===== src/rtl/dm_access_pkg.sv =====
// -----------------------------------------------------------------------------
// dm_access_pkg
// Shared definitions for the data-memory access unit:
//   - request size encodings (SZ_BYTE, SZ_HALF, SZ_WORD, SZ_ILL)
//   - the access FSM state enum (IDLE, READ, WRITE, RESP, ERR)
//   - f_misaligned(): alignment check for a size / byte-offset pair
// Build option: DM_ACCESS_SUBWORD_EN (used by the importing modules).
// -----------------------------------------------------------------------------
package dm_access_pkg;

    localparam logic [1:0] SZ_BYTE = 2'b00;
    localparam logic [1:0] SZ_HALF = 2'b01;
    localparam logic [1:0] SZ_WORD = 2'b10;
    localparam logic [1:0] SZ_ILL  = 2'b11;

    typedef enum logic [2:0] {
        IDLE  = 3'd0,
        READ  = 3'd1,
        WRITE = 3'd2,
        RESP  = 3'd3,
        ERR   = 3'd4
    } state_t;

    // A halfword must sit on an even byte, a word on a 4-byte boundary.
    // Bytes are always aligned; the illegal size is reported separately.
    function automatic logic f_misaligned(input logic [1:0] size,
                                          input logic [1:0] offset);
        logic result;
        result = 1'b0;
        case (size)
            SZ_HALF: result = offset[0];
            SZ_WORD: result = (offset != 2'b00);
            default: result = 1'b0;
        endcase
        return result;
    endfunction

endpackage


===== src/rtl/dm_lane_mux.sv =====
// -----------------------------------------------------------------------------
// dm_lane_mux
// Purely combinational little-endian byte-lane logic.
//   Store merge : replaces the addressed byte/half lane (or the whole word)
//                 of i_old_word with the low bits of i_new_data -> o_merged.
//   Load extract: selects the addressed lane of i_old_word and zero- or
//                 sign-extends it to 32 bits -> o_result.
// Ports:
//   i_old_word  [31:0] word previously read from memory
//   i_new_data  [31:0] right-justified store data
//   i_size      [1:0]  access size (SZ_BYTE / SZ_HALF / SZ_WORD)
//   i_offset    [1:0]  byte offset inside the word
//   i_signed           sign-extend loads when 1
//   o_merged    [31:0] word to write back
//   o_result    [31:0] aligned, extended load result
// Only instantiated when DM_ACCESS_SUBWORD_EN is defined.
// -----------------------------------------------------------------------------
module dm_lane_mux
    import dm_access_pkg::*;
(
    input  logic [31:0] i_old_word,
    input  logic [31:0] i_new_data,
    input  logic [1:0]  i_size,
    input  logic [1:0]  i_offset,
    input  logic        i_signed,
    output logic [31:0] o_merged,
    output logic [31:0] o_result
);

    // Store merge: each output byte lane decides whether it is overwritten
    // and, if so, which byte of the right-justified store data feeds it.
    genvar gi;
    generate
        for (gi = 0; gi < 4; gi++) begin : g_lane
            localparam logic [1:0] LANE = 2'(gi);
            logic       w_sel;
            logic [7:0] w_src;

            always_comb begin
                w_sel = 1'b0;
                w_src = i_new_data[8*gi +: 8];
                case (i_size)
                    SZ_BYTE: begin
                        w_sel = (i_offset == LANE);
                        w_src = i_new_data[7:0];
                    end
                    SZ_HALF: begin
                        w_sel = (i_offset[1] == LANE[1]);
                        w_src = i_new_data[8*(gi % 2) +: 8];
                    end
                    SZ_WORD: begin
                        w_sel = 1'b1;
                        w_src = i_new_data[8*gi +: 8];
                    end
                    default: begin
                        w_sel = 1'b0;
                        w_src = i_new_data[8*gi +: 8];
                    end
                endcase
            end

            assign o_merged[8*gi +: 8] = w_sel ? w_src : i_old_word[8*gi +: 8];
        end
    endgenerate

    // Load extract
    logic [7:0]  w_byte;
    logic [15:0] w_half;

    always_comb begin
        w_byte = i_old_word[7:0];
        case (i_offset)
            2'd0:    w_byte = i_old_word[7:0];
            2'd1:    w_byte = i_old_word[15:8];
            2'd2:    w_byte = i_old_word[23:16];
            default: w_byte = i_old_word[31:24];
        endcase
    end

    assign w_half = i_offset[1] ? i_old_word[31:16] : i_old_word[15:0];

    always_comb begin
        o_result = i_old_word;
        case (i_size)
            SZ_BYTE: o_result = {{24{i_signed & w_byte[7]}}, w_byte};
            SZ_HALF: o_result = {{16{i_signed & w_half[15]}}, w_half};
            default: o_result = i_old_word;
        endcase
    end

endmodule


===== src/rtl/dm_access_unit.sv =====
// -----------------------------------------------------------------------------
// dm_access_unit
// Multi-cycle load/store initiator between the CPU datapath and a
// word-organised 4 KiB data memory with a combinational read port.
// One request at a time over valid/ready; sub-word stores are done as a
// read-modify-write; load data is lane-aligned and extended.
//
// Ports:
//   clk, rst            clock, synchronous active-high reset
//   req_valid/req_ready request handshake
//   req_we              1 = store, 0 = load
//   req_size  [1:0]     00 byte, 01 half, 10 word, 11 illegal
//   req_signed          sign-extend loads
//   req_addr  [31:0]    byte address (only the low ADDR_W bits decoded)
//   req_wdata [31:0]    right-justified store data
//   resp_valid          one-cycle completion pulse
//   resp_err            misaligned / illegal request
//   resp_rdata [31:0]   load result, 0 for stores and errors
//   mem_we              memory write enable
//   mem_addr  [9:0]     word address
//   mem_din   [31:0]    memory write data
//   mem_dout  [31:0]    memory combinational read data
//
// Build option DM_ACCESS_SUBWORD_EN:
//   defined   - byte/half accesses supported, sub-word stores use READ first.
//   undefined - only word accesses are legal; everything else goes to ERR,
//               stores go straight to WRITE, no lane logic.
// -----------------------------------------------------------------------------
module dm_access_unit
    import dm_access_pkg::*;
#(
    parameter int ADDR_W = 12
) (
    input  logic              clk,
    input  logic              rst,
    input  logic              req_valid,
    output logic              req_ready,
    input  logic              req_we,
    input  logic [1:0]        req_size,
    input  logic              req_signed,
    input  logic [31:0]       req_addr,
    input  logic [31:0]       req_wdata,
    output logic              resp_valid,
    output logic              resp_err,
    output logic [31:0]       resp_rdata,
    output logic              mem_we,
    output logic [ADDR_W-3:0] mem_addr,
    output logic [31:0]       mem_din,
    input  logic [31:0]       mem_dout
);

    state_t              r_state;
    state_t              w_state_next;

    logic                r_we;
    logic [1:0]          r_size;
    logic                r_signed;
    logic [1:0]          r_off;
    logic [ADDR_W-3:0]   r_waddr;
    logic [31:0]         r_wdata;
    logic [31:0]         r_data;

    logic                w_accept;
    logic                w_req_err;
    logic                w_need_read;
    logic [31:0]         w_merged;
    logic [31:0]         w_result;

    // Address bits above the decoded range are deliberately ignored.
    logic                w_unused_addr;
    assign w_unused_addr = &{1'b0, req_addr[31:ADDR_W], 1'b0};

    assign w_accept = req_valid && (r_state == IDLE);

`ifdef DM_ACCESS_SUBWORD_EN
    assign w_req_err   = (req_size == SZ_ILL) || f_misaligned(req_size, req_addr[1:0]);
    // Loads always read; sub-word stores read first so the other lanes survive.
    assign w_need_read = !req_we || (req_size != SZ_WORD);

    dm_lane_mux u_lane_mux (
        .i_old_word (r_data),
        .i_new_data (r_wdata),
        .i_size     (r_size),
        .i_offset   (r_off),
        .i_signed   (r_signed),
        .o_merged   (w_merged),
        .o_result   (w_result)
    );
`else
    assign w_req_err   = (req_size != SZ_WORD) || f_misaligned(req_size, req_addr[1:0]);
    assign w_need_read = !req_we;
    assign w_merged    = r_wdata;
    assign w_result    = r_data;

    // Lane controls are captured but have no consumer in the word-only build.
    logic w_unused_lane;
    assign w_unused_lane = &{1'b0, r_size, r_signed, r_off, 1'b0};
`endif

    // State and request registers
    always_ff @(posedge clk) begin
        if (rst) begin
            r_state  <= IDLE;
            r_we     <= 1'b0;
            r_size   <= 2'b00;
            r_signed <= 1'b0;
            r_off    <= 2'b00;
            r_waddr  <= '0;
            r_wdata  <= 32'd0;
            r_data   <= 32'd0;
        end else begin
            r_state <= w_state_next;
            if (w_accept) begin
                r_we     <= req_we;
                r_size   <= req_size;
                r_signed <= req_signed;
                r_off    <= req_addr[1:0];
                r_waddr  <= req_addr[ADDR_W-1:2];
                r_wdata  <= req_wdata;
            end
            if (r_state == READ) begin
                r_data <= mem_dout;
            end
        end
    end

    // Next-state logic
    always_comb begin
        w_state_next = r_state;
        case (r_state)
            IDLE: begin
                if (req_valid) begin
                    if (w_req_err) begin
                        w_state_next = ERR;
                    end else if (w_need_read) begin
                        w_state_next = READ;
                    end else begin
                        w_state_next = WRITE;
                    end
                end
            end
            READ:    w_state_next = r_we ? WRITE : RESP;
            WRITE:   w_state_next = RESP;
            RESP:    w_state_next = IDLE;
            ERR:     w_state_next = IDLE;
            default: w_state_next = IDLE;
        endcase
    end

    // Outputs are decoded from the state; rst forces every output low in
    // the same cycle, which also keeps a dropped WRITE from committing.
    always_comb begin
        req_ready  = 1'b0;
        resp_valid = 1'b0;
        resp_err   = 1'b0;
        resp_rdata = 32'd0;
        mem_we     = 1'b0;
        mem_addr   = '0;
        mem_din    = 32'd0;
        if (!rst) begin
            mem_addr = r_waddr;
            mem_din  = w_merged;
            case (r_state)
                IDLE:  req_ready = 1'b1;
                WRITE: mem_we    = 1'b1;
                RESP: begin
                    resp_valid = 1'b1;
                    resp_rdata = r_we ? 32'd0 : w_result;
                end
                ERR: begin
                    resp_valid = 1'b1;
                    resp_err   = 1'b1;
                end
                default: ;
            endcase
        end
    end

endmodule


===== config.mk =====
export PLATFORM = sky130hd
export DESIGN_NAME = dm_access_unit
export DESIGN_NICKNAME = d
export VERILOG_FILES = /design/src/rtl/dm_access_pkg.sv /design/src/rtl/dm_lane_mux.sv /design/src/rtl/dm_access_unit.sv
export SDC_FILE = /design/constraint.sdc
export NUM_CORES = 1
export LEC_CHECK = 0
export CORE_AREA = 2 2 97 99
export DETAILED_ROUTE_END_ITERATION = 7
export DIE_AREA = 0 0 99 101
export GPL_ROUTABILITY_DRIVEN = 0
export PLACE_DENSITY = 0.78
export SLEW_MARGIN = 30
export SYNTH_ARGS = -nofsm -noshare
export SYNTH_HDL_FRONTEND = slang
export SYNTH_HIERARCHICAL = 1
export SYNTH_SLANG_ARGS = --single-unit
export TNS_END_PERCENT = 30

===== constraint.sdc =====
create_clock -name clk -period 1.8 [get_ports clk]
set_input_delay 0.36 -clock clk [delete_from_list [all_inputs] [get_ports clk]]
set_output_delay 0.36 -clock clk [all_outputs]
set_load 0.02 [all_outputs]

==> impl_metrics.yaml <==
clock_network:
  cts.clk_slew.worst_paths_ps: 70
  cts_buffers: 9
  cts_sinks: 78
  clockBufferDepth: 2
  ctsHtreeMaxLevel: 3
  cts_tree: "built"
  clock_latency_ps: 350
  ctsRootBufferMaster: "clkbuf_8"
  ctsHoldBuffers: 0
run_status:
  outcome: "finished with violations"
  violations: "negative setup slack"
timing:
  relSlewSlack_pct: 55.15
  min_period_ps: 1931
  fin_ws_ps: -130.9
  fin_skew_ps: 9.610
  max_freq_ghz: 0.5179
  rsz0062_at_grt: "true"
  timing.final.max_slew_violations: 0
  finalCritPeriodShare_pct: 107.3
  setup_viol: 32
  worst_pin_slew_ps: 672.8
  final-hold-violation-count: 0
  holdWs_ps: 397.3
layout:
  final_area_sq_mm: 0.005466
  area_growth_pct: 61.99
  nFillCells: 790
  drive_above_1_share_pct: 18.50
  antenna-diode-count: 0
  nets: 699
  postLayoutCoreUtil_pct: 60.89
synthesis:
  yosysWarnings: 6
  syn-instance-count: 442
  synth_area_leaders: "dfxtp_1 (46%), nand2_1 (17%), a21oi_1 (11%)"
  ys_seq_area_share_pct: 46.27
  ys_types: 31
  synth_nets: 546
  yosys.area.top_type: "dfxtp_1"
  ys.flop_type: "dfxtp_1"
  ys_top_cells_by_count: "nand2_1 (151), dfxtp_1 (78), a21oi_1 (77)"
  synth_edf_count: 0
  synth.cell_area_sq_mm: 0.003374
  ys_ff_latch: 78
  synth.most_common_cell: "nand2_1"
  syn_area_per_cell_sq_um: 7.635
  synth.top_cell.area_share_pct: 46.27
  synth-async-reset-ratio_pct: 0
placement:
  place_area_sq_mm: 0.005091
  portBuffers: 159
  pre_cts_slack_ps: -309.9
  dpl.hpwl_um: 6149
pwr:
  seq_power_share_pct: 47.2
  power-per-cell-area_mw_per_mm2: 716.8
  swShare_pct: 24.48
  ir_drop_uv: 435.3
  clkPwrFrac_pct: 36.5
  intPower_mw: 2.959
  power.leakage_nw: 2.294
  p_comb_share_pct: 16.3
  p_switching_uw: 959.1
grt:
  grt_max_degree: 56
  grt_pass1_vias: 3137
  antenna_found_initial: 0
  grt_pass1_wl_um: 14640
  grt_overflow: 0
  grtUsageTotal_pct: 18.06
floorplan:
  coreArea_sq_mm: 0.008977
  dieArea_sq_mm: 0.009999
  rows: 35
  io_pins: 181
  die_h_um: 101
  start_util_pct: 37.59
  die_w_um: 99
critical_path:
  cp_max_fo: 8
  max_stage_delay_ps: 350
  arrival_ps: 1570
  cp_cell_sequence: "nor2b_4, and3_4, buf_12, clkbuf_16, and2_4, buf_6"
  worst_setup_path_end_kind: "output port"
  worstSetupPathType: "reg -> out"
  worstSetupStartpointType: "flop"
  cp.required_ps: 1440
  cpMaxStageDelayCell: "dfxtp_2"
routing:
  finalWirelength_um: 9275
  drc_errors: 0
  dr.pass1.iters: 4
  postRouteAntennaNets: 0
  via_per_inst: 4.717
  num_vias: 3354
  drtIter0Drc: 86
  routedWlPerCell_um: 13.05
hold_path:
  hp-class: "in -> reg"
job:
  maxCapViolCount: 0
-- what timing repair did --
| item | CTS | global route |
|---|---|---|
| endpoints found under the setup margin | 78 | 35 |
| resized for setup | 248 | 48 |
| cloned | 1 | 1 |
| setup buffers | 0 | 2 |
| pin swaps | 2 | 27 |
-- metrics by stage --
step | std cells | setup TNS [ps] | power, mW
2_1_floorplan | 442 | -11.87 | 2.218
3_3_place_gp | 691 | -15760 | 2.541
5_1_grt | 711 | -4124 | 4.116
6_report | 711 | -1795 | 3.918
3_5_place_dp | 691 | -15750 | 2.553
4_1_cts | 708 | -3550 | 3.963
-- cells by family after synthesis --
kind of cell,synth area share (%)
AND/OR/NAND/NOR,34.93
AO/OA/AOI/OAI,12.42
adder cells (fa/ha/maj),0.3707
XOR/XNOR,0.2596
buffers and inverters,5.747
flip-flops,46.27
-- registers in the layout, indices dropped and copies added, names as in the netlist --
signal,flops
r_wdata,32
r_we,1
r_state,3
r_data,32
r_waddr,10
-- path summary, 6_finish.rpt --
| kind | from | slack (ps) | depth (start not counted) | to |
|---|---|---|---|---|
| min reg2reg | r_wdata[11]$_SDFFE_PP0P_ | 450 | 2 | r_wdata[11]$_SDFFE_PP0P_ |
| max reg2reg | r_state[0]$_SDFFE_PP0P_ | 60 | 5 | r_data[28]$_SDFFE_PP0P_ |
| min | rst | 400 | 5 | r_state[0]$_SDFFE_PP0P_ |
| max | r_state[0]$_SDFFE_PP0P_ | -130 | 6 | resp_rdata[24] |
-- power by group through the flow --
| stage | registers [mW] | logic (mW) | clock network [mW] |
|---|---|---|---|
| floorplan | 1.88 | 0.342 | 0 |
| global placement | 1.88 | 0.660 | 0 |
| detailed placement | 1.89 | 0.668 | 0 |
| CTS | 1.85 | 0.641 | 1.47 |
| global route | 1.86 | 0.703 | 1.55 |
| finish | 1.85 | 0.638 | 1.43 |
-- routing by layer --
metal | vias up | track usage, % | share of wire, %
li1 | 1712 | - | -
met1 | 1514 | 21.34 | 42
met2 | 115 | 29.89 | 48
met3 | 13 | 7.282 | 8.5
met4 | 0 | 6.112 | 1.2
met5 | - | 0 | 0
-- cell usage in the layout, fill, tap and decap left out, types with 2 or more instances in the layout --
cell type,instances
a21oi_1,76
and2_1,3
and2_4,29
buf_12,5
buf_4,15
buf_6,33
bufinv_16,2
clkbuf_1,2
clkbuf_8,10
clkdlybuf4s50_1,80
clkinv_2,2
dfxtp_1,77
dlygate4sd2_1,42
inv_1,2
nand2_1,151
nor2b_1,42
nor4b_2,2
-- final cells by class --
class / instances / area [sq um] / area share, %
timing repair buffer: 178 / 1810 / 33.12
multi-input combinational: 326 / 1732 / 31.68
sequential: 78 / 1563 / 28.59
clock buffer: 12 / 145.1 / 2.655
tap: 111 / 138.9 / 2.541
clock inverter: 4 / 70.07 / 1.282
inverter: 2 / 7.507 / 0.1373
-- critical path, delay by kind of cell, from the launching register on --
kind          cells  cell delay [ps]
buf+inv           3              370
flops             1              350
simple gates      3              510
(Power assumes the default switching activity.)
